$ cat config.mk
export PLATFORM = sky130hd
export DESIGN_NAME = key_sw_io
export DESIGN_NICKNAME = d
export VERILOG_FILES = /design/src/rtl/io_map_pkg.sv /design/src/rtl/debounce_bit.sv /design/src/rtl/key_sw_io.sv
export SDC_FILE = /design/constraint.sdc
export NUM_CORES = 1
export LEC_CHECK = 0
export CORE_MARGIN = 2
export CORE_UTILIZATION = 40
export CTS_CLUSTER_DIAMETER = 40
export DETAILED_ROUTE_END_ITERATION = 8
export HOLD_SLACK_MARGIN = 0.06
export PLACE_DENSITY = 0.74
export SLEW_MARGIN = 15
export SYNTH_ARGS = -nofsm -noshare
export SYNTH_HDL_FRONTEND = slang
export SYNTH_SLANG_ARGS = --single-unit
$ cat constraint.sdc
create_clock -name clk -period 4.4 [get_ports clk]
set_clock_uncertainty 0.15 [all_clocks]
set_input_delay 0.88 -clock clk [delete_from_list [all_inputs] [get_ports clk]]
set_output_delay 0.88 -clock clk [all_outputs]
set_load 0.1 [all_outputs]
$ cat src/rtl/io_map_pkg.sv
// I/O address map shared by the memory-mapped peripherals.
// An I/O access has addr[IO_BASE_bit] set; each register is then selected
// one-hot by a single further address bit.
package io_map_pkg;

   localparam int IO_BASE_bit = 8;
   localparam int IO_LEDS_bit = 2;
   localparam int IO_HEX_bit  = 3;
   localparam int IO_KEY_bit  = 4;
   localparam int IO_SW_bit   = 5;
   localparam int IO_EVT_bit  = 6;

   localparam int NKEYS_DEF = 4;
   localparam int NSW_DEF   = 10;

   // True when addr is an I/O access whose register-select bit sel is set.
   function automatic logic io_hit(input logic [31:0] a, input int unsigned sel);
      return a[IO_BASE_bit] & a[sel];
   endfunction

endpackage

$ cat src/rtl/debounce_bit.sv
// Single-input conditioner: 2-flop synchroniser, debounce counter and
// stable-level flop.  rise_o is high for the cycle whose closing edge
// takes the stable level from 0 to 1.
//   clk, reset_n : clock, async active-low reset
//   raw_i        : asynchronous input (already in active-high polarity)
//   stable_o     : debounced level
//   rise_o       : stable 0->1 about to be taken on the next edge
module debounce_bit #(
   parameter int DEBOUNCE = 3,
   parameter int CNT_W    = 8
) (
   input  logic clk,
   input  logic reset_n,
   input  logic raw_i,
   output logic stable_o,
   output logic rise_o
);

   localparam logic [CNT_W-1:0] CNT_TC = CNT_W'(DEBOUNCE - 1);

   logic             sync1_q;
   logic             sync2_q;
   logic             stable_q;
   logic             stable_d;
   logic [CNT_W-1:0] cnt_q;
   logic [CNT_W-1:0] cnt_d;

   // The counter only runs while the synchronised level disagrees with the
   // accepted one; any agreement restarts it, so short glitches are dropped.
   // It is reset on acceptance, so it never exceeds CNT_TC and cannot wrap.
   always_comb begin
      stable_d = stable_q;
      cnt_d    = '0;
      if (sync2_q != stable_q) begin
         if (cnt_q == CNT_TC) begin
            stable_d = sync2_q;
         end else begin
            cnt_d = cnt_q + CNT_W'(1);
         end
      end
   end

   always_ff @(posedge clk or negedge reset_n) begin
      if (!reset_n) begin
         sync1_q  <= 1'b0;
         sync2_q  <= 1'b0;
         stable_q <= 1'b0;
         cnt_q    <= '0;
      end else begin
         sync1_q  <= raw_i;
         sync2_q  <= sync1_q;
         stable_q <= stable_d;
         cnt_q    <= cnt_d;
      end
   end

   assign stable_o = stable_q;
   // Taken from next-state so the event sets on the same edge as the level.
   assign rise_o   = stable_d & ~stable_q;

endmodule

$ cat src/rtl/key_sw_io.sv
// KEY/SW input peripheral on the CPU I/O read path.
// Keys are inverted (pressed = 1), synchronised and debounced; switches are
// synchronised only.  Debounced presses latch into a sticky EVENT register
// cleared by writing 1s.
//   clk, reset_n : CPU clock, async active-low reset
//   key_raw      : board KEY pins, active-low, asynchronous
//   sw_raw       : board SW pins, active-high, asynchronous
//   addr         : CPU data address
//   memwrite     : CPU store strobe
//   writedata    : CPU store data
//   io_rdata     : read data (LEVEL 0x110, SW 0x120, EVENT 0x140)
//   irq          : high while any EVENT bit is set
module key_sw_io
   import io_map_pkg::*;
#(
   parameter int NKEYS    = NKEYS_DEF,
   parameter int NSW      = NSW_DEF,
   parameter int DEBOUNCE = 3,
   parameter int CNT_W    = 8
) (
   input  logic             clk,
   input  logic             reset_n,
   input  logic [NKEYS-1:0] key_raw,
   input  logic [NSW-1:0]   sw_raw,
   input  logic [31:0]      addr,
   input  logic             memwrite,
   input  logic [31:0]      writedata,
   output logic [31:0]      io_rdata,
   output logic             irq
);

   if (DEBOUNCE < 1 || DEBOUNCE > 255 || DEBOUNCE > (2 ** CNT_W) - 1) begin : g_bad_debounce
      $error("key_sw_io: DEBOUNCE out of range for CNT_W");
   end

   logic [NKEYS-1:0] key_stable;
   logic [NKEYS-1:0] key_rise;
   logic [NSW-1:0]   sw_sync1_q;
   logic [NSW-1:0]   sw_sync2_q;
   logic [NKEYS-1:0] event_q;
   logic [NKEYS-1:0] event_d;
   logic [NKEYS-1:0] event_clr;
   logic             sel_key;
   logic             sel_sw;
   logic             sel_evt;

   for (genvar i = 0; i < NKEYS; i++) begin : g_key
      debounce_bit #(
         .DEBOUNCE (DEBOUNCE),
         .CNT_W    (CNT_W)
      ) u_debounce (
         .clk      (clk),
         .reset_n  (reset_n),
         .raw_i    (~key_raw[i]),
         .stable_o (key_stable[i]),
         .rise_o   (key_rise[i])
      );
   end

   always_ff @(posedge clk or negedge reset_n) begin
      if (!reset_n) begin
         sw_sync1_q <= '0;
         sw_sync2_q <= '0;
      end else begin
         sw_sync1_q <= sw_raw;
         sw_sync2_q <= sw_sync1_q;
      end
   end

   // Priority decode: KEY over SW over EVT, shared by reads and stores so a
   // store to an address that reads LEVEL or SW never touches EVENT.
   assign sel_key = io_hit(addr, IO_KEY_bit);
   assign sel_sw  = io_hit(addr, IO_SW_bit) & ~sel_key;
   assign sel_evt = io_hit(addr, IO_EVT_bit) & ~sel_key & ~sel_sw;

   assign event_clr = (memwrite && sel_evt) ? writedata[NKEYS-1:0] : '0;
   // A press arriving on the clearing edge survives.
   assign event_d   = (event_q & ~event_clr) | key_rise;

   always_ff @(posedge clk or negedge reset_n) begin
      if (!reset_n) begin
         event_q <= '0;
      end else begin
         event_q <= event_d;
      end
   end

   always_comb begin
      io_rdata = '0;
      if (sel_key) begin
         io_rdata[NKEYS-1:0] = key_stable;
      end else if (sel_sw) begin
         io_rdata[NSW-1:0] = sw_sync2_q;
      end else if (sel_evt) begin
         io_rdata[NKEYS-1:0] = event_q;
      end
   end

   assign irq = |event_q;

   logic unused_addr_wdata;
   assign unused_addr_wdata = ^{addr[31:9], addr[7], addr[3:0], writedata[31:NKEYS]};

endmodule

== Word level (Yosys, flattened, before mapping) ==
Cells that the tools add are included.

* Output and inout bits: 33
* Bits in registers: 68
* Input port bits: 81
* Word-level logic and storage cells: 78

* Mux-type cells: 22
* Bitwise gates (word level): 23
* Reduce and logical (&&, ||, !) cells: 2
* Equal/unequal tests: 8
* $add $sub $neg: 4

{| class="wikitable"
|+ Operator list
! cell !! number
|-
| 8-bit 2-to-1 mux || 8
|-
| 8-bit by 1-bit adder with 8-bit output, second input constant || 4
|-
| 8-bit by 2-bit equality test with 1-bit output, second input constant || 4
|-
| 4-bit 2-to-1 mux || 4
|-
| 6-bit 2-to-1 mux || 2
|-
| 1-bit AND || 10
|-
| 1-bit NOT || 10
|-
| 1-bit 2-to-1 mux || 8
|-
| 4-bit AND || 1
|-
| 1-bit inequality test || 4
|-
| 4-bit NOT || 1
|-
| 4-bit OR || 1
|-
| 4-bit OR reduction || 1
|-
| 1-bit logical AND || 1
|}

== Logic depth before layout (Yosys ltp) ==
* Depth in word-level cells: 10
* Depth in mapped cells: 5

== By module ==
Synthesis repeated with hierarchy kept, for this count alone.

* Cell total of the unflattened synthesis: 262
* Area total of the unflattened synthesis: 3026.7 um2

{| class="wikitable"
|+ Modules (own cells, without submodules)
! module !! sequential area each (um2) !! cells an instance !! times used !! area each (um2)
|-
| debounce_bit || 275.3 || 45 || 4 || 504.2
|-
| key_sw_io || 600.6 || 82 || 1 || 1009.7
|}

== Worst setup path after synthesis ==
Ideal clock, no wire load.

* Kind: input to output
* Start: input port addr[6]
* End: output port io_rdata[0]
* Data required time: 3.370 ns
* Path buffers: 1
* Stages on the path: 4
* Path slack: 0.773 ns
* Data arrival time: 2.597 ns
* Cell sequence: nor2b_1 > clkbuf_1 > a221oi_1 > nor2_1

* Cells in the longest elaborated chain, start to end: 6

{| class="wikitable"
|+ Ends and longest elaborated chain
! what !! line !! text
|-
| from (decl) || key_sw_io.sv:25 || <nowiki>input logic [31:0] addr,</nowiki>
|-
| 1-bit AND || io_map_pkg.sv:18 || <nowiki>return a[IO_BASE_bit] & a[sel];</nowiki>
|-
| 1-bit AND (2 in series) || key_sw_io.sv:74 || <nowiki>assign sel_evt = io_hit(addr, IO_EVT_bit) & ~sel_key & ~sel_sw;</nowiki>
|-
| 4-bit 2-to-1 mux || key_sw_io.sv:94 || <nowiki>end else if (sel_evt) begin</nowiki>
|-
| 4-bit 2-to-1 mux || key_sw_io.sv:92 || <nowiki>end else if (sel_sw) begin</nowiki>
|-
| 4-bit 2-to-1 mux || key_sw_io.sv:90 || <nowiki>if (sel_key) begin</nowiki>
|-
| to (decl) || key_sw_io.sv:28 || <nowiki>output logic [31:0] io_rdata,</nowiki>
|}

No other way between the ends.

== Worst setup path in the final report ==
* Start: input port addr[5]
* End: output port io_rdata[2]

* Cells in the longest elaborated chain, start to end: 7

{| class="wikitable"
|+ Ends and longest elaborated chain
! what !! line !! text
|-
| 1-bit AND (*) || io_map_pkg.sv:18 ||
|-
| 1-bit AND (*) || key_sw_io.sv:73 || <nowiki>assign sel_sw = io_hit(addr, IO_SW_bit) & ~sel_key;</nowiki>
|-
| 1-bit NOT || key_sw_io.sv:74 ||
|-
| 1-bit AND || key_sw_io.sv:74 ||
|-
| 4-bit 2-to-1 mux || key_sw_io.sv:94 ||
|-
| 4-bit 2-to-1 mux (*) || key_sw_io.sv:92 ||
|-
| 4-bit 2-to-1 mux (*) || key_sw_io.sv:90 ||
|}

Mark *: on every way between the ends. The rest lies on a longest branch, timed or not.

==> flow_metrics.env <==
export IMPL_cts_resized_gates=0
export IMPL_grt_util_met1=0.1743
export IMPL_post_place_ws_ns=0.7758
export IMPL_relSlewSlack=0.3560
export IMPL_clockPowerShare=0.300
export IMPL_grt_use_met2=0.2093
export IMPL_numCtsBuffers=9
export IMPL_hpwlAfterDp_um=3565
export IMPL_crit_chain="clkdlybuf4s50_1 > nor2b_1 > a221oi_1 > nor2_1 > buf_12"
export IMPL_cp_slowest_stage_delay_ns=0.57
export IMPL_place_area_um2=3364
export IMPL_end_kind="output pin"
export IMPL_grt_use_met3=0.05113
export IMPL_p_leak_nw=1.584
export IMPL_ys_seq_elements=68
export IMPL_grt_usage=0.1398
export IMPL_cts_hold_buffers=0
export IMPL_seq_area_frac_synth=0.5748
export IMPL_drive_gt1_frac=0.1250
export IMPL_grt_max_degree=49
export IMPL_p_per_area_nw_per_um2=512.5
export IMPL_final_setup_worst_slack_ns=0.7208
export IMPL_antenna_found_initial=0
export IMPL_n_fill_cell=643
export IMPL_swShare=0.3460
export IMPL_first_pass_iters=4
export IMPL_finalInstanceArea_um2=3582
export IMPL_cts_tree="built"
export IMPL_worstMarginPinSlew_ns=0.9631
export IMPL_area_growth_pct=21.01
export IMPL_placementRows=31
export IMPL_overflow=0
export IMPL_rsz0062_at_grt="false"
export IMPL_port_buffers=35
export IMPL_required_ns=3.37
export IMPL_clkLatencyLatePin_ns=0.34
export IMPL_gp_congestion=0.7936
export IMPL_grt_pass1_wl_um=8873
export IMPL_p_comb_frac=0.258
export IMPL_die_height_um=90.03
export IMPL_final_cell_mix="dfrtp_1 (68), clkdlybuf4s50_1 (24), nor2_1 (23), conb_1 (22)"
export IMPL_grt_pass1_vias=1899
export IMPL_p_int_mw=1.201
export IMPL_routed_wl_um=5160
export IMPL_die_w_um=90.03
export IMPL_drc_errors=0
export IMPL_yosysWarnings=0
export IMPL_period_needed_ns=3.679
export IMPL_drtIter0Drc=124
export IMPL_cts_sinks=68
export IMPL_syn_avg_cell_area_um2=11.21
export IMPL_layout_cells_non_filler=411
export IMPL_final_common_cell="dfrtp_1"
export IMPL_post_route_period_util=0.8362
export IMPL_setup_viol=0
export IMPL_worstPathMaxFanout=11
export IMPL_cp_slowest_cell="clkdlybuf4s50_1"
export IMPL_n_antenna_cell=0
export IMPL_initial_core_util=0.4103
export IMPL_wire_per_inst_um=12.55
export IMPL_die_area_um2=8105
export IMPL_startpoint_type="primary input"
export IMPL_arrival_ns=2.65
export IMPL_vias=2011
export IMPL_postSynthCellCount=264
export IMPL_grt_busiest_layer="met2"
export IMPL_power_switching_mw=0.6353
export IMPL_fin_nets=396
export IMPL_crit_type="primary input to output pin"
export IMPL_cts_setup_buffers=0
export IMPL_hold_class="register to register"
export IMPL_peakVddDrop_uv=444.3
export IMPL_final_antenna_net_count=0
export IMPL_ctsRootBufferMaster="clkbuf_8"
export IMPL_report_final_slew_viol_count=0
export IMPL_vias_per_cell=4.893
export IMPL_status="complete, no violations"
export IMPL_clockBufferDepth=2
export IMPL_power_frac_seq=0.443
export IMPL_finalSetupTns_ns=0
export IMPL_clk_pin_slew_ns=0.07
export IMPL_ys_types=30
export IMPL_hold_viol_final=0
export IMPL_core_um2=7214
export IMPL_io_pins=114
export IMPL_syn_area_um2=2960
export IMPL_cts_htree_levels=3
export IMPL_fmax_mhz=271.8
export IMPL_dp_cells=395
export IMPL_maxCapViolations=0
synth_stat cells (all sizes together):
cell      n  area [um^2]
a21bo     1        10.01
a21boi    1        7.510
a21oi    12        63.81
a221oi    4        35.03
a22o      3        26.28
and3      6        37.54
buf      22        165.2
clkbuf    3        11.26
conb      1        3.750
dfrtp    68         1702
ha        8        100.1
inv      13        48.80
mux2      4        48.79
nand2     8        30.03
nand2b    7        43.79
nand3    16        80.08
nand4     8        56.30
nor2     23        86.33
nor2b     2        12.51
nor3      4        20.02
nor4b     4        60.06
o21ai    16        80.08
o2bb2ai   4        35.03
or3      12        75.07
or4       1        7.510
xnor2     4        35.03
xor2      9        78.83
sequential cells by signal, summed over array words and instances (netlist names):
register                   flops
g_key.u_debounce.stable_o      4
sw_sync2_q                    10
event_q                        4
g_key.u_debounce.sync2_q       4
sw_sync1_q                    10
g_key.u_debounce.sync1_q       4
g_key.u_debounce.cnt_q        32
power groups by stage:
stage,logic [mW],clock network (mW),registers (mW)
global route,0.513,0.595,0.829
finish,0.473,0.550,0.813
global placement,0.458,0,0.817
floorplan,0.374,0,0.795
detailed placement,0.472,0,0.820
CTS,0.478,0.566,0.812
routing by layer:
layer,part of all wire,vias to the layer above
li1,-,962
met1,0.43,977
met2,0.49,58
met3,0.048,14
met4,0.029,0
met5,0,-
final cells by class:
| class | instances | area, um^2 | area share |
|---|---|---|---|
| Clock buffer | 9 | 123.9 | 0.03458 |
| Clock inverter | 7 | 91.34 | 0.02550 |
| Inverter | 13 | 48.80 | 0.01362 |
| Multi-Input combinational cell | 179 | 1112 | 0.3105 |
| Sequential cell | 68 | 1702 | 0.4750 |
| Tap cell | 99 | 123.9 | 0.03458 |
| Timing Repair Buffer | 36 | 380.4 | 0.1062 |
metrics by stage:
step	hold WS, ns	power (mW)	util
6_report	0.1906	1.836	0.4965
5_1_grt	0.2081	1.937	0.4965
4_1_cts	0.1918	1.856	0.4962
3_5_place_dp	0.1862	1.292	0.4664
3_3_place_gp	0.1815	1.275	0.4664
2_1_floorplan	0.1812	1.169	-
final timing paths:
| path | from | endpoint | slack [ns] | cells after the start |
|---|---|---|---|---|
| min in group asynchronous | reset_n | g_key[1].u_debounce.cnt_q[7] | 0.38 | 1 |
| min | sw_sync1_q[0] | sw_sync2_q[0] | 0.19 | 0 |
| max | addr[5] | io_rdata[2] | 0.72 | 5 |
| max reg2reg | g_key[0].u_debounce.cnt_q[0] | g_key[0].u_debounce.stable_o | 2.68 | 5 |
| min reg2reg | sw_sync1_q[0] | sw_sync2_q[0] | 0.19 | 0 |
| max in group asynchronous | reset_n | g_key[3].u_debounce.cnt_q[4] | 2.99 | 2 |
critical path: cells and delay by family:
kind,cells,cell delay [ns]
buffers and inverters,2,0.79
AND/OR/NAND/NOR,2,0.82
AO/OA/AOI/OAI,1,0.16
cell families (layout without fill, tap and decap cells):
group,after synthesis,count (layout),share of synthesized area
simple gates,91,91,0.1720
flops,68,68,0.5748
compound gates,41,41,0.08707
buf+inv,38,65,0.07608
xor+xnor,13,13,0.03846
fa+ha+maj,8,8,0.03381
mux,4,4,0.01648
other cells,1,22,0.001267
(Power assumes the default switching activity.)
